<file path="src/rtl/uart_tx_port_if.sv">
`default_nettype none
// ============================================================================
//  Module      : uart_tx_port_if
//  Description : IO-bus bundle between the core and the UART transmit port.
//                master = core side (drives address/data/strobe, reads CSR),
//                slave  = peripheral side.
//  Signals     : io_addr[7:0]           register address
//                io_data[31:0]          write data
//                io_we                  one-cycle write strobe
//                io_uart_csr_reg[31:0]  registered status word
//  Revision    : 1.0 - initial release
// ============================================================================
interface uart_tx_port_if;
  logic [7:0]  io_addr;
  logic [31:0] io_data;
  logic        io_we;
  logic [31:0] io_uart_csr_reg;

  modport master (
    output io_addr,
    output io_data,
    output io_we,
    input  io_uart_csr_reg
  );

  modport slave (
    input  io_addr,
    input  io_data,
    input  io_we,
    output io_uart_csr_reg
  );
endinterface
`default_nettype wire

</file>
<file path="src/rtl/uart_tx_port.sv">
`default_nettype none
// ============================================================================
//  Module      : uart_tx_port
//  Description : Memory-mapped UART transmitter. Byte writes to DATA_ADDR are
//                buffered and sent as 8N1 frames on tx; CSR_ADDR bit3 write
//                clears the sticky overrun flag.
//  Ports       : clk       system clock
//                rst       asynchronous active-high reset
//                bus       uart_tx_port_if.slave (io_addr, io_data, io_we,
//                          io_uart_csr_reg)
//                tx        serial output, idles high, registered
//  CSR         : bit0 busy, bit1 full, bit2 empty, bit3 overrun (sticky)
//  Config      : UART_TX_FIFO_EN defined   -> FIFO_DEPTH-entry circular FIFO
//                UART_TX_FIFO_EN undefined -> single holding register
//  Revision    : 1.0 - initial release
// ============================================================================
module uart_tx_port #(
  parameter int          CLK_DIV    = 16,
  parameter logic [7:0]  DATA_ADDR  = 8'h00,
  parameter logic [7:0]  CSR_ADDR   = 8'h01,
  parameter int          FIFO_DEPTH = 4
) (
  input  wire logic      clk,
  input  wire logic      rst,
  uart_tx_port_if.slave  bus,
  output logic           tx
);

  localparam int                 c_CNT_W     = $clog2(CLK_DIV);
  localparam logic [c_CNT_W-1:0] c_BAUD_LAST = c_CNT_W'(CLK_DIV - 1);

  typedef enum logic [1:0] {
    S_IDLE  = 2'd0,
    S_START = 2'd1,
    S_DATA  = 2'd2,
    S_STOP  = 2'd3
  } state_t;

  // --------------------------------------------------------------------------
  // Bus decode
  // --------------------------------------------------------------------------
  logic w_data_wr;
  logic w_csr_clr;
  logic w_push;
  logic w_pop;
  logic w_drop;
  logic w_full;
  logic w_empty;
  logic w_full_d;
  logic w_empty_d;
  logic [7:0] w_head;

  assign w_data_wr = bus.io_we && (bus.io_addr == DATA_ADDR);
  assign w_csr_clr = bus.io_we && (bus.io_addr == CSR_ADDR) && bus.io_data[3];

  // A pop in the same cycle frees a slot, so a write into a full buffer is
  // still accepted then.
  assign w_push = w_data_wr && (!w_full || w_pop);
  assign w_drop = w_data_wr && w_full && !w_pop;

  // Upper data bits carry nothing for this peripheral.
  logic w_unused_data;
  assign w_unused_data = &{1'b0, bus.io_data[31:8]};

  // --------------------------------------------------------------------------
  // Byte buffer
  // --------------------------------------------------------------------------
`ifdef UART_TX_FIFO_EN
  localparam int c_PTR_W = $clog2(FIFO_DEPTH) + 1;

  logic [7:0]         fifo_q [FIFO_DEPTH];
  logic [c_PTR_W-1:0] wr_ptr_q, wr_ptr_d;
  logic [c_PTR_W-1:0] rd_ptr_q, rd_ptr_d;

  // Extra MSB on each pointer distinguishes full from empty.
  assign wr_ptr_d = w_push ? wr_ptr_q + 1'b1 : wr_ptr_q;
  assign rd_ptr_d = w_pop  ? rd_ptr_q + 1'b1 : rd_ptr_q;

  assign w_empty   = (wr_ptr_q == rd_ptr_q);
  assign w_full    = (wr_ptr_q[c_PTR_W-2:0] == rd_ptr_q[c_PTR_W-2:0]) &&
                     (wr_ptr_q[c_PTR_W-1]   != rd_ptr_q[c_PTR_W-1]);
  assign w_empty_d = (wr_ptr_d == rd_ptr_d);
  assign w_full_d  = (wr_ptr_d[c_PTR_W-2:0] == rd_ptr_d[c_PTR_W-2:0]) &&
                     (wr_ptr_d[c_PTR_W-1]   != rd_ptr_d[c_PTR_W-1]);
  assign w_head    = fifo_q[rd_ptr_q[c_PTR_W-2:0]];

  always_ff @(posedge clk or posedge rst) begin
    if (rst) begin
      wr_ptr_q <= '0;
      rd_ptr_q <= '0;
    end else begin
      wr_ptr_q <= wr_ptr_d;
      rd_ptr_q <= rd_ptr_d;
    end
  end

  // Storage needs no reset; the pointers define what is valid.
  always_ff @(posedge clk) begin
    if (w_push) begin
      fifo_q[wr_ptr_q[c_PTR_W-2:0]] <= bus.io_data[7:0];
    end
  end
`else
  localparam int c_UNUSED_DEPTH = FIFO_DEPTH;

  logic [7:0] hold_q, hold_d;
  logic       valid_q, valid_d;

  assign valid_d   = w_push || (valid_q && !w_pop);
  assign hold_d    = w_push ? bus.io_data[7:0] : hold_q;

  assign w_full    = valid_q;
  assign w_empty   = !valid_q;
  assign w_full_d  = valid_d;
  assign w_empty_d = !valid_d;
  assign w_head    = hold_q;

  always_ff @(posedge clk or posedge rst) begin
    if (rst) begin
      valid_q <= 1'b0;
      hold_q  <= '0;
    end else begin
      valid_q <= valid_d;
      hold_q  <= hold_d;
    end
  end
`endif

  // --------------------------------------------------------------------------
  // Shifter FSM
  // --------------------------------------------------------------------------
  state_t             state_q, state_d;
  logic [c_CNT_W-1:0] cnt_q, cnt_d;
  logic [2:0]         bit_q, bit_d;
  logic [7:0]         shreg_q, shreg_d;
  logic               tx_q, tx_d;
  logic               overrun_q, overrun_d;
  logic [31:0]        csr_q, csr_d;
  logic               w_bit_end;

  assign w_bit_end = (cnt_q == c_BAUD_LAST);

  always_comb begin
    state_d = state_q;
    cnt_d   = w_bit_end ? '0 : cnt_q + 1'b1;
    bit_d   = bit_q;
    shreg_d = shreg_q;
    w_pop   = 1'b0;

    case (state_q)
      S_IDLE: begin
        cnt_d = '0;
        if (!w_empty) begin
          w_pop   = 1'b1;
          shreg_d = w_head;
          state_d = S_START;
        end
      end
      S_START: begin
        if (w_bit_end) begin
          state_d = S_DATA;
          bit_d   = '0;
        end
      end
      S_DATA: begin
        if (w_bit_end) begin
          bit_d = bit_q + 1'b1;
          if (bit_q == 3'd7) begin
            state_d = S_STOP;
          end
        end
      end
      S_STOP: begin
        // Chain straight into the next start bit when more data waits.
        if (w_bit_end) begin
          if (!w_empty) begin
            w_pop   = 1'b1;
            shreg_d = w_head;
            state_d = S_START;
          end else begin
            state_d = S_IDLE;
          end
        end
      end
      default: begin
        state_d = S_IDLE;
        cnt_d   = '0;
      end
    endcase

    // tx is derived from the next state so the registered line changes on
    // the same edge as the state it represents.
    case (state_d)
      S_START: tx_d = 1'b0;
      S_DATA:  tx_d = shreg_d[bit_d];
      default: tx_d = 1'b1;
    endcase

    // A drop in the same cycle as a clear leaves the flag set.
    overrun_d = overrun_q;
    if (w_csr_clr) overrun_d = 1'b0;
    if (w_drop)    overrun_d = 1'b1;

    csr_d = {28'd0, overrun_d, w_empty_d, w_full_d, (state_d != S_IDLE)};
  end

  always_ff @(posedge clk or posedge rst) begin
    if (rst) begin
      state_q   <= S_IDLE;
      cnt_q     <= '0;
      bit_q     <= '0;
      shreg_q   <= '0;
      tx_q      <= 1'b1;
      overrun_q <= 1'b0;
      csr_q     <= 32'h0000_0004;
    end else begin
      state_q   <= state_d;
      cnt_q     <= cnt_d;
      bit_q     <= bit_d;
      shreg_q   <= shreg_d;
      tx_q      <= tx_d;
      overrun_q <= overrun_d;
      csr_q     <= csr_d;
    end
  end

  assign tx                  = tx_q;
  assign bus.io_uart_csr_reg = csr_q;

endmodule
`default_nettype wire

</file>
<file path="src/flat_wrapper.sv">
// flat-port wrapper written by rule: the top's interface ports become plain ports
module uart_tx_port_flat 
#(
  parameter int          CLK_DIV    = 16,
  parameter logic [7:0]  DATA_ADDR  = 8'h00,
  parameter logic [7:0]  CSR_ADDR   = 8'h01,
  parameter int          FIFO_DEPTH = 4
)
  (clk, rst, tx, bus_io_addr, bus_io_data, bus_io_we, bus_io_uart_csr_reg);
  uart_tx_port_if bus_i ();
  input  wire logic clk;
  input  wire logic rst;
  output logic tx;
  input wire logic [$bits(bus_i.io_addr)-1:0] bus_io_addr;
  input wire logic [$bits(bus_i.io_data)-1:0] bus_io_data;
  input wire logic [$bits(bus_i.io_we)-1:0] bus_io_we;
  output wire logic [$bits(bus_i.io_uart_csr_reg)-1:0] bus_io_uart_csr_reg;
  assign bus_i.io_addr = bus_io_addr;
  assign bus_i.io_data = bus_io_data;
  assign bus_i.io_we = bus_io_we;
  assign bus_io_uart_csr_reg = bus_i.io_uart_csr_reg;
  uart_tx_port #(.CLK_DIV(CLK_DIV), .DATA_ADDR(DATA_ADDR), .CSR_ADDR(CSR_ADDR), .FIFO_DEPTH(FIFO_DEPTH)) u_core (.clk(clk), .rst(rst), .bus(bus_i), .tx(tx));
endmodule
</file>
<file path="config.mk">
export PLATFORM = sky130hd
export DESIGN_NAME = uart_tx_port_flat
export DESIGN_NICKNAME = d
export VERILOG_FILES = /design/src/rtl/uart_tx_port_if.sv /design/src/rtl/uart_tx_port.sv /design/src/flat_wrapper.sv
export SDC_FILE = /design/constraint.sdc
export NUM_CORES = 1
export LEC_CHECK = 0
export CORE_MARGIN = 4
export CORE_UTILIZATION = 39
export CTS_BUF_LIST = sky130_fd_sc_hd__clkbuf_8
export DETAILED_ROUTE_END_ITERATION = 12
export GPL_ROUTABILITY_DRIVEN = 0
export PLACE_DENSITY = 0.76
export SLEW_MARGIN = 20
export SYNTH_ARGS = -nofsm -noshare
export SYNTH_HDL_FRONTEND = slang
export SYNTH_SLANG_ARGS = --single-unit
</file>
<file path="constraint.sdc">
create_clock -name clk -period 2.2 [get_ports clk]
set_input_delay 0.44 -clock clk [delete_from_list [all_inputs] [get_ports clk]]
set_output_delay 0.44 -clock clk [all_outputs]
set_load 0.01 [all_outputs]
</file>
# Yosys cells after proc, flatten, opt, wreduce, memory -nomap -nowiden
# Index checks and enable logic that the tools add are counted.
# classes
n_addsub	2
order_cmp	1
n_eq_ne	8
mux	23
n_reduce_logical	15
# op_table
op	n
$mux W8	2
$pmux W8 S2	1
$mux W2	5
$eq A8 B1 Y1 const B	1
$logic_not A8 Y1	1
$mux W4	2
$pmux W2 S4	1
$logic_and A1 B1 Y1	7
$eq A2 B2 Y1 const B	3
$mux W1	6
$mux W3	2
$pmux W3 S2	1
$add A4 B1 Y4 const B	1
$eq A2 B1 Y1 const B	2
$eq A4 B4 Y1 const B	1
$lt A3 B4 Y1 const B	1
$pmux W1 S2	2
$add A3 B1 Y3 const B	1
$bmux W1 S3	1
$eq A3 B3 Y1 const B	1
$logic_not A1 Y1	3
$logic_not A2 Y1	1
$logic_or A1 B1 Y1	2
$reduce_bool A2 Y1	1
# totals
reg_bits	32
input_bits	43
output_inout_bits	33
wordCells	58

# Longest topological paths before layout
# depth
ltp_word	7
ltp_mapped	10

# Worst setup path before layout
# Ideal clock, no wire load.
# synth_path
kind	flip-flop to flip-flop
from	register u_core.cnt_q[0]
to	register u_core.tx_q, in the netlist u_core.tx
setup_time_ps	106
arrival_time_ps	2304
required_ps	2094
slack_ps	-209
stages_incl_launch_ff	10
period_less_slack_ps	2409
cell_sequence	dfrtp_1 > ha_1 > and3_4 > inv_4 > ha_1 > nand2b_1 > a31oi_1 > mux2_2 > a211oi_2 > a32oi_1
# synth_between
elab_chain_cells	6
word_cells_on_any_way	15
classes_between	eq/ne: 3; mux: 12
# synth_rtl
item	line	rtl
from (decl)	uart_tx_port.sv:133	logic [c_CNT_W-1:0] cnt_q, cnt_d;
from (signal assigned)	uart_tx_port.sv:218	cnt_q <= cnt_d;
$eq A4 B4 Y1 (*)	uart_tx_port.sv:141	assign w_bit_end = (cnt_q == c_BAUD_LAST);
$mux W3, on equally long branches	uart_tx_port.sv:166, uart_tx_port.sv:160	
$pmux W3 S2 (*)	uart_tx_port.sv:150	case (state_q)
via u_core.bit_d[0]	uart_tx_port.sv:134	logic [2:0] bit_q, bit_d;
$bmux W1 S3 (*)	uart_tx_port.sv:195	S_DATA: tx_d = shreg_d[bit_d];
$mux W1 (not written as such) (*)	uart_tx_port.sv:195	
$pmux W1 S2 (*)	uart_tx_port.sv:193	case (state_d)
via u_core.tx_d	uart_tx_port.sv:136	logic tx_q, tx_d;
to (signal assigned)	uart_tx_port.sv:221	tx_q <= tx_d;
to (decl)	uart_tx_port.sv:136	
# Mark *: on every way through the listed nets, which the timed path passes. The rest lies on a longest branch. The select of a mux whose other input is x is not followed.
# A chain may end at the register's enable or synchronous reset.

# Worst setup path in the final report
# layout_path
from	register u_core.cnt_q[1]
to	register u_core.tx_q, in the netlist u_core.tx
# layout_between
elab_chain_cells	6
word_cells_on_any_way	15
classes_between	eq/ne: 3; mux: 12
# layout_rtl
item	line	rtl
$eq A4 B4 Y1	uart_tx_port.sv:141	
$mux W8	uart_tx_port.sv:175	if (w_bit_end) begin
$pmux W8 S2	uart_tx_port.sv:150	
via u_core.shreg_d[0]	uart_tx_port.sv:135	logic [7:0] shreg_q, shreg_d;
$bmux W1 S3	uart_tx_port.sv:195	
$mux W1 (not written as such)	uart_tx_port.sv:195	
$pmux W1 S2	uart_tx_port.sv:193	
via u_core.tx_d	uart_tx_port.sv:136	
# The timed path passes the listed nets, and every way through them passes these cells. The select of a mux whose other input is x is not followed.

==> results.md <==
- Status: completed
- Post-DP HPWL: 2.482 mm
- Initial DRC Count: 42
- CTS Buffer Depth: 2
- DRC viols: 0
- VDD IR max: a little over 0.4 mV
- Routed Antenna Nets: 0
- Post-synthesis cell area: approximately 1700 um^2
- Crit path time final: 2.160 ns
- Area occupied by multi-input gates: roughly 830 um^2
- Period Utilization, post-route: around 98%
- CP max FO: 8
- Asr flop ratio synth: between 90% and 100%
- Synthesis Warnings: 0
- GR Util All Layers: around an eighth
- Critical Path AT: ~2.4 ns
- Clock slew at reported path FFs: 0.07 ns
- Proportion of layout cells with a drive suffix above 1: a little under a third
- Fin Clk Skew: ~0.0088 ns
- Worst Hold Class: reg -> reg
- Area leader, netlist: dfrtp_1
- Setup TNS: 0 ns
- Overflow after GRT: 0
- Die area: 5509 um^2
- Crit path largest cell delay: roughly 0.39 ns
- Via count: about 1200
- N_diodes: 0
- Post-synthesis area per instance: 11.11 um^2
- H-tree depth: 2
- Number of global-route vias before repair: between 1000 and 1500
- Pre-Repair DR Iteration Count: 4
- WP data required: approximately 2.4 ns
- Regs by FF count: u_core.hold_q (8), u_core.shreg_q (8)
- CP max-delay cell: dfrtp_1
- CTS tree: done
- Power per Cell Area: ~510 nW/um^2
- Die extent in x: about 74 um
- Num rows: 23
- Slew Limit Fails: 0
- Post-synthesis compound-gate area fraction: approximately 17%
- Post-Route WL: approximately 3.2 mm
- Die Span Y: between 70 and 80 um
- Largest family of logic cells by synthesized area: compound AO/OA/AOI/OAI gates
- MaxCap Viol Count: 0
- Post-CTS Hold Fix Bufs: 0
- WL/cell: ~13 um
- Post-Synth Simple-Gate Area: between 8 and 9%
- Fillers: 376
- Antenna violations before repair: 0
- #FFs+latches synth: 30
- CTS Root Cell: clkbuf_8
- Hold slack: about 0.5 ns
- Initial Utilization: 41.56%
- Worst Path Buf+Inv: 2
- Startpoint types: flop
- Io pins: between 70 and 80
- Clock sinks: 30
- Number of synthesized flops with an enable pin: 0
- Final setup fails: 0
- Worst path cell trace: ha_4, and3_4, inv_4, buf_4, a211o_4, a22o_2, mux2_2, o2bb2a_4, a32oi_1
- Seq/Total Area, Yosys: approximately 44%
- Synth Instances: around 150
- Largest net degree at the start of global routing: 31
- Yosys cell types: 38
- Ranking of synthesized cells by area: dfrtp_1 (41%), buf_4 (13%), ha_1 (6.6%)
- Slack of the critical path: between 0.03 and 0.04 ns
- First-pass GRT wire length: about 5.1 mm
- Vias per cell: 4.656
- XOR/XNOR Fraction of Synth Area: less than 1%
- Area added between synthesis and finish: 27.29%
- Post-synth top flop: dfrtp_1
- RSZ-0062 raised after global routing: yes
- Kind of critical path: reg -> reg
- Synth top area share: 40.97%
- Max Freq: around 460 MHz
- Mux cell area share after synthesis: under 10%
- Clock latency on the worst-skew pair: between 0.2 and 0.3 ns
- Synth Area in Adders: between 6 and 7%
- Register Area: 753.2 um^2
- Critical path's top delay family: compound AO/OA/AOI/OAI gates
- Port buffer count: 23
- Total Nets Final: between 200 and 300
- Leak: ~1.0 nW
- Final hold violations: 0
- Number of buffers created by CTS: 5
- Post-Place Worst Slack: between 0.01 and 0.015 ns
- Core area: 4115 um^2
- Nature of the critical path endpoint: flop
## final timing paths
kind                       slack [ns]                             to  depth (start not counted)         startpoint
setup / recovery                 0.04                      u_core.tx                          9    u_core.cnt_q[1]
hold / removal                   0.49              u_core.shreg_q[2]                          1  u_core.shreg_q[2]
setup reg to reg                 0.04                      u_core.tx                          9    u_core.cnt_q[1]
hold reg to reg                  0.49              u_core.shreg_q[2]                          1  u_core.shreg_q[2]
max in group asynchronous        1.36  u_core.bus.io_uart_csr_reg[2]                          3                rst
min in group asynchronous        0.52              u_core.shreg_q[4]                          3                rst
## cell type report
class                      count  share of cell area, %
clock buffer                   6                  3.793
clock inverter                 2                 0.5747
inverter                      10                  1.839
multi-input combinational    110                  38.16
sequential                    30                  34.60
tap                           50                  2.874
timing repair buffer          45                  18.16
## what timing repair did
item / in CTS / in global routing
setup buffers: 0 / 1
setup endpoints to repair: 0 / 1
gates resized for setup: 0 / 4
## Yosys cell counts (all sizes together), types with 2 or more instances
library cell / instances
nand2b: 2
nor3: 2
a31oi: 2
a22oi: 2
buf: 31
mux2i: 2
nor2: 7
o21ai: 6
dfrtp: 28
mux2: 10
a21oi: 5
ha: 9
dfstp: 2
nand2: 6
a22o: 11
inv: 10
## through the flow
stage / utilization, % / cells / area [um^2] / power, mW
after global placement: 50.05 / 244 / 2059 / 0.6649
after floorplan: - / 181 / 1839 / 0.6582
final: 52.90 / 253 / 2177 / 1.119
after CTS: 52.36 / 252 / 2155 / 1.138
after detailed placement: 50.05 / 244 / 2059 / 0.6672
after global routing: 52.90 / 253 / 2177 / 1.182
## cell usage in the layout (no fill, tap or decap), types with 3 or more instances in the layout
cell type        Yosys  routed
nand2_1              6       6
inv_1                9       9
dfrtp_1             28      28
buf_4               30      22
ha_1                 9       7
o21ai_0              6       5
conb_1               1      28
a21oi_1              5       5
nor2_1               7       7
clkdlybuf4s50_1      0      23
mux2_2              10      10
a22o_1               3       3
clkbuf_8             0       6
a22o_2               8       8
## metal layers
layer | vias up | wire, um | share of wire [%] | global-route usage, %
met2 | 24 | 1702 | 53 | 21.95
met4 | 0 | 44 | 1.4 | 5.731
met5 | - | 0 | 0 | 0
li1 | 579 | - | - | -
met3 | 6 | 173 | 5.4 | 4.730
met1 | 569 | 1291 | 40 | 13.40
## where the power goes
group | total (mW) | leakage [nW] | switching [mW] | internal (mW)
Clock | 0.462 | 0.0472 | 0.211 | 0.251
Sequential | 0.569 | 0.390 | 0.00641 | 0.563
Combinational | 0.0875 | 0.595 | 0.0447 | 0.0428
## cells by family (layout without fill, tap and decap cells)
| group | Yosys count | after routing |
|---|---|---|
| and+or+nand+nor | 26 | 26 |
| other | 1 | 28 |
| muxes | 12 | 12 |
| AOI/OAI and AO/OA | 34 | 34 |
| xor gates and xnor gates | 1 | 1 |
| buffers and inverters | 41 | 63 |
| DFF | 30 | 30 |
| adders and majority gates | 9 | 9 |
No activity file was read; power rests on OpenSTA's default activity.
